<file path="src/rtl/key_filter_multi.sv">
// Multi-channel key debouncer: per channel a 2-flop synchroniser feeding a press/release
// debounce FSM that emits press, release and long-press pulses plus a debounced level.
// Optional auto-repeat after a long press is enabled by defining KEY_REPEAT_EN.
module key_filter_multi #(
  parameter int          KEY_NUM        = 4,
  parameter int          KEY_ACTIVE_LOW = 1,
  parameter int unsigned CNT_MAX        = 20'd999_999,
  parameter int unsigned LONG_MAX       = 26'd49_999_999,
  parameter int unsigned REPEAT_MAX     = 24'd9_999_999
) (
  input  logic               sys_clk,
  input  logic               sys_rst,
  input  logic [KEY_NUM-1:0] key_in,
  output logic [KEY_NUM-1:0] key_state,
  output logic [KEY_NUM-1:0] key_press,
  output logic [KEY_NUM-1:0] key_release,
  output logic [KEY_NUM-1:0] key_long
);

  localparam int DB_W   = (CNT_MAX  > 0) ? $clog2(CNT_MAX + 1)  : 1;
  localparam int HOLD_W = (LONG_MAX > 0) ? $clog2(LONG_MAX + 1) : 1;

  localparam logic [DB_W-1:0]   DB_LAST   = DB_W'(CNT_MAX);
  localparam logic [HOLD_W-1:0] HOLD_LAST = HOLD_W'(LONG_MAX);
  localparam logic              IDLE_LVL  = (KEY_ACTIVE_LOW != 0);

`ifdef KEY_REPEAT_EN
  localparam int RPT_W = (REPEAT_MAX > 0) ? $clog2(REPEAT_MAX + 1) : 1;
  localparam logic [RPT_W-1:0] RPT_LAST = RPT_W'(REPEAT_MAX);
`endif

  typedef enum logic [1:0] {
    IDLE = 2'd0,
    P_DB = 2'd1,
    HELD = 2'd2,
    R_DB = 2'd3
  } state_t;

  function automatic logic [HOLD_W-1:0] hold_sat_inc(input logic [HOLD_W-1:0] v);
    return (v == HOLD_LAST) ? v : v + 1'b1;
  endfunction

  for (genvar g = 0; g < KEY_NUM; g++) begin : g_ch
    state_t            st_q;
    logic [1:0]        sync_q;
    logic [DB_W-1:0]   db_cnt_q;
    logic [HOLD_W-1:0] hold_cnt_q;
    logic [HOLD_W-1:0] hold_cnt_d;
    logic              state_q;
    logic              press_q;
    logic              release_q;
    logic              long_q;
    logic              act;
`ifdef KEY_REPEAT_EN
    logic [RPT_W-1:0]  rpt_cnt_q;
`endif

    // act is 1 while the synchronised key reads as pressed
    assign act        = sync_q[1] ^ IDLE_LVL;
    assign hold_cnt_d = hold_sat_inc(hold_cnt_q);

    always_ff @(posedge sys_clk) begin
      if (sys_rst) begin
        sync_q     <= {2{IDLE_LVL}};
        st_q       <= IDLE;
        db_cnt_q   <= '0;
        hold_cnt_q <= '0;
        state_q    <= 1'b0;
        press_q    <= 1'b0;
        release_q  <= 1'b0;
        long_q     <= 1'b0;
`ifdef KEY_REPEAT_EN
        rpt_cnt_q  <= '0;
`endif
      end else begin
        sync_q    <= {sync_q[0], key_in[g]};
        press_q   <= 1'b0;
        release_q <= 1'b0;
        long_q    <= 1'b0;
        case (st_q)
          IDLE: begin
            if (act) begin
              st_q     <= P_DB;
              db_cnt_q <= '0;
`ifdef KEY_REPEAT_EN
              rpt_cnt_q <= '0;
`endif
            end
          end
          P_DB: begin
            if (!act) begin
              st_q     <= IDLE;
              db_cnt_q <= '0;
            end else if (db_cnt_q == DB_LAST) begin
              st_q       <= HELD;
              press_q    <= 1'b1;
              state_q    <= 1'b1;
              hold_cnt_q <= '0;
            end else begin
              db_cnt_q <= db_cnt_q + 1'b1;
            end
          end
          HELD: begin
            if (!act) begin
              st_q     <= R_DB;
              db_cnt_q <= '0;
            end else begin
              hold_cnt_q <= hold_cnt_d;
              // fires only on the transition into saturation, so once per press
              if (hold_cnt_q != HOLD_LAST && hold_cnt_d == HOLD_LAST) begin
                long_q <= 1'b1;
              end
`ifdef KEY_REPEAT_EN
              if (hold_cnt_q == HOLD_LAST) begin
                if (rpt_cnt_q == RPT_LAST) begin
                  rpt_cnt_q <= '0;
                  press_q   <= 1'b1;
                end else begin
                  rpt_cnt_q <= rpt_cnt_q + 1'b1;
                end
              end
`endif
            end
          end
          R_DB: begin
            if (act) begin
              st_q     <= HELD;
              db_cnt_q <= '0;
            end else if (db_cnt_q == DB_LAST) begin
              st_q      <= IDLE;
              release_q <= 1'b1;
              state_q   <= 1'b0;
            end else begin
              db_cnt_q <= db_cnt_q + 1'b1;
            end
          end
          default: st_q <= IDLE;
        endcase
      end
    end

    assign key_state[g]   = state_q;
    assign key_press[g]   = press_q;
    assign key_release[g] = release_q;
    assign key_long[g]    = long_q;
  end

endmodule
</file>
<file path="config.mk">
export PLATFORM = sky130hd
export DESIGN_NAME = key_filter_multi
export DESIGN_NICKNAME = d
export VERILOG_FILES = /design/src/rtl/key_filter_multi.sv
export SDC_FILE = /design/constraint.sdc
export NUM_CORES = 1
export LEC_CHECK = 0
export CORE_MARGIN = 2
export CORE_UTILIZATION = 50
export CTS_BUF_LIST = sky130_fd_sc_hd__clkbuf_2 sky130_fd_sc_hd__clkbuf_4 sky130_fd_sc_hd__clkbuf_8
export DETAILED_ROUTE_END_ITERATION = 12
export GPL_TIMING_DRIVEN = 0
export PLACE_DENSITY = 0.66
export RECOVER_POWER = 50
export SYNTH_ARGS = -nofsm -noshare
export SYNTH_HDL_FRONTEND = slang
export SYNTH_SLANG_ARGS = --single-unit
</file>
<file path="constraint.sdc">
create_clock -name sys_clk -period 5.65 [get_ports sys_clk]
set_input_delay 0.8475 -clock sys_clk [delete_from_list [all_inputs] [get_ports sys_clk]]
set_output_delay 0.8475 -clock sys_clk [all_outputs]
set_load 0.03 [all_outputs]
</file>
==> results by group <==
STA
  • Slew @ Worst Pin: about 1.3 ns
  • Final setup TNS: 0 ns
  • Unrepaired setup endpoints after global routing: false
  • Final period util: 0.549
  • Hold Vio Cnt, Final: 0
  • Fin crit period: between 3 and 4 ns
  • Slew Limit Fails: 0
  • Clock Skew: around 0.017 ns
  • Setup violations, final: 0
  • Final hold slack: 0.408 ns
  • Fmax: 322 MHz
  • Relative slew slack: 0.107

Logic synthesis
  • Cell variety after synth: 74
  • Mapped Cells: approximately 1.6k
  • Ys flop type: dfxtp_1
  • Post-synth EDFFs: 0
  • Synthesis warning total: 0
  • Post-synth net total: about 1.6k
  • #FFs+latches synth: around 220
  • Register area share after synthesis: 0.346
  • Synth Cell Area: ~12,000 sq um
  • Post-Syn Area per Cell: 7.66 sq um
  • Async SR Flop Fraction: 0

Setup path
  • Required time worst endpoint: slightly above 6 ns
  • Startpoint class of the critical path: flop
  • Register-to-Register Path Depth: 6
  • Crit path kind: flop to flop
  • Crit. End Element: flop
  • Crit-path max FO: 6
  • R2r endpoint: g_ch[2].db_cnt_q[15]
  • Reg-to-Reg Start: g_ch[2].db_cnt_q[9]
  • Arrival @ worst endpoint: between 3 and 4 ns
  • Reg2Reg Setup Slack: 2.55 ns

Flow run
  • Max cap viols: 0

Routing
  • Vias: 12.5k
  • Post-DRT Antenna Nets: 0
  • DRT iter0 DRCs: about 1,000
  • Via/cell ratio: 6.12
  • Drt wl/cell: 17.1 um
  • Routed wire length: 35,000 um
  • DRC: 0
  • First-pass DRT Iterations: 5

CTS
  • TritonCTS clock tree: done
  • Post-CTS sizing: 0
  • # clock sinks: approximately 220
  • Clk slew on worst S/H paths: ~0.06 ns
  • Clk buf depth: 3
  • H-Tree Level Count: 2
  • Post-CTS Setup Inserts: 0
  • CTS Buf Count: 39
  • Clock root buffer: clkbuf_8
  • Clock latency on the worst-skew pair: between 0.5 and 0.6 ns
  • Hold bufs inserted after CTS: 0

Global routing
  • First-pass GRT wire length: 58,500 um
  • Initial antenna violation count: 0
  • Maximum number of pins on one net before global-route repair: 11
  • Gr usage total: 0.267
  • Vias in the first global route: roughly 12k
  • Grt total ovfl: 0

Place
  • Placer Congestion: 0.934
  • Final HPWL DP: around 24,000 um
  • Number of port buffers: 20

Worst hold path
  • WHS Endpoint: g_ch[0].sync_q[1]
  • WHS Path Cells: 1
  • Hold path startpoint: g_ch[0].sync_q[0]
  • Hold Crit Class: flop to flop

Floorplan
  • Cell Rows: 57
  • Die width: ~160 um
  • Io pins: 22
  • Core Footprint: between 20,000 and 25,000 sq um
  • DIE HEIGHT: ~160 um
  • Initial Util: 0.511
  • Die area: about 26,000 sq um

Run status
  • Status: finished, final reports clean

Pwr
  • Pwr Density: 231 nW/um^2
  • Pleak: between 0.004 and 0.005 uW
  • Max VDD drop: 0.000220 V

Final layout
  • ANT cells: 0
  • Fill cell count: 2,343
  • Layout cells sized above 1: 0.0768
  • Area growth, synth to finish: 11.4%
  • Nets: between 1.5k and 2k
## cell families after synthesis
kind of cell,after synthesis,synth area share
AO/OA/AOI/OAI,402,0.204
XOR/XNOR,96,0.0673
adder cells (fa/ha/maj),8,0.00801
buffers and inverters,166,0.0570
flip-flops,216,0.346
multiplexers,4,0.00330
AND/OR/NAND/NOR,740,0.315
## metrics by stage
stage               utilization  cell area, sq um  instances  power [uW]  worst slack (ns)
finish                    0.569             13900       2043        3210              2.55
global route              0.569             13900       2043        3320              2.21
CTS                       0.570             13900       2043        3250              2.83
detailed placement        0.536             13100       1976        1660              2.69
global placement          0.536             13100       1976        1660              2.71
floorplan                     -             12500       1632        1620              3.30
## power by group
group	internal (uW)	leakage (uW)	switching, uW
clock network	928	0.000450	655
registers	1530	0.00174	4.45
logic	24.9	0.00222	68.8
total	2480	0.00441	728
## cells in the final DEF, fill, tap and decap left out, types with 11 or more instances in the layout
cell type / netlist / final
o21ai_0: 96 / 102
and2_1: 17 / 16
nor3_1: 53 / 54
buf_4: 16 / 16
dfxtp_1: 216 / 216
o21ai_1: 18 / 12
and3_1: 47 / 47
nand4_1: 67 / 67
clkbuf_1: 98 / 100
and4_1: 18 / 18
inv_1: 28 / 28
nor4_1: 40 / 40
nor2_1: 159 / 160
xnor2_1: 42 / 42
or4_1: 14 / 14
buf_2: 23 / 22
nand2_1: 150 / 150
or2_2: 13 / 13
nand3_1: 77 / 77
a21oi_1: 111 / 111
or3_1: 19 / 19
dlygate4sd3_1: 0 / 11
xor2_1: 54 / 54
a311oi_1: 51 / 51
clkbuf_8: 0 / 52
a31oi_1: 36 / 36
## Yosys cell counts (all sizes together), types with 28 or more instances
| cell type | n | area share |
|---|---|---|
| dfxtp | 216 | 0.35 |
| nor2 | 160 | 0.048 |
| nand2 | 150 | 0.045 |
| o21ai | 114 | 0.046 |
| a21oi | 111 | 0.044 |
| clkbuf | 98 | 0.029 |
| nand3 | 77 | 0.031 |
| nand4 | 69 | 0.036 |
| nor3 | 56 | 0.024 |
| xor2 | 54 | 0.038 |
| a311oi | 51 | 0.036 |
| and3 | 47 | 0.024 |
| nor4 | 42 | 0.023 |
| xnor2 | 42 | 0.029 |
| buf | 40 | 0.019 |
| a31oi | 36 | 0.018 |
| inv | 28 | 0.0084 |
## registers in the layout (all words and copies together) (netlist names), named ones only
register and cells:
g_ch.sync_q 8, g_ch.db_cnt_q 80, g_ch.long_q 4, g_ch.hold_cnt_q 104, g_ch.st_q 4, g_ch.press_q 4
g_ch.release_q 4, g_ch.state_q 4
## final cells by class
| type | instances | area (sq um) | share of cell area |
|---|---|---|---|
| well taps | 324 | 405 | 0.0291 |
| inverters | 28 | 105 | 0.00755 |
| flip-flops and latches | 216 | 4320 | 0.311 |
| plain buffers | 138 | 606 | 0.0435 |
| clock inverters | 5 | 50.0 | 0.00360 |
| multi-input cells | 1250 | 7430 | 0.534 |
| clock buffers | 62 | 791 | 0.0568 |
| repair buffers | 20 | 200 | 0.0144 |
## critical path: stages (launching register included)
cell	delay (ns)
dfxtp_1	0.43
or4b_1	0.49
or4_1	0.58
o311ai_0	1.09
nor4_1	0.12
xnor2_1	0.20
nor2_1	0.05
## layer usage
| layer | GRT usage | wire (um) | up-vias |
|---|---|---|---|
| met1 | 0.372 | 16300 | 5907 |
| li1 | - | - | 6167 |
| met4 | 0.0961 | 951 | 0 |
| met2 | 0.416 | 15300 | 365 |
| met5 | 0 | 0 | - |
| met3 | 0.0460 | 2330 | 64 |
## how the worst max path moves through the flow
| stage | startpoint | endpoint | slack [ns] | cells after the start |
|---|---|---|---|---|
| CTS | g_ch[3].hold_cnt_q[0] | g_ch[3].long_q | 2.83 | 8 |
| detailed placement | sys_rst | g_ch[1].db_cnt_q[6] | 2.69 | 6 |
| floorplan | g_ch[3].hold_cnt_q[0] | g_ch[3].hold_cnt_q[7] | 3.30 | 8 |
| global placement | sys_rst | g_ch[1].db_cnt_q[14] | 2.71 | 6 |
| finish | g_ch[2].db_cnt_q[9] | g_ch[2].db_cnt_q[15] | 2.55 | 6 |
| global route | g_ch[2].db_cnt_q[9] | g_ch[2].db_cnt_q[15] | 2.21 | 6 |
No activity file was read; power rests on OpenSTA's default activity.
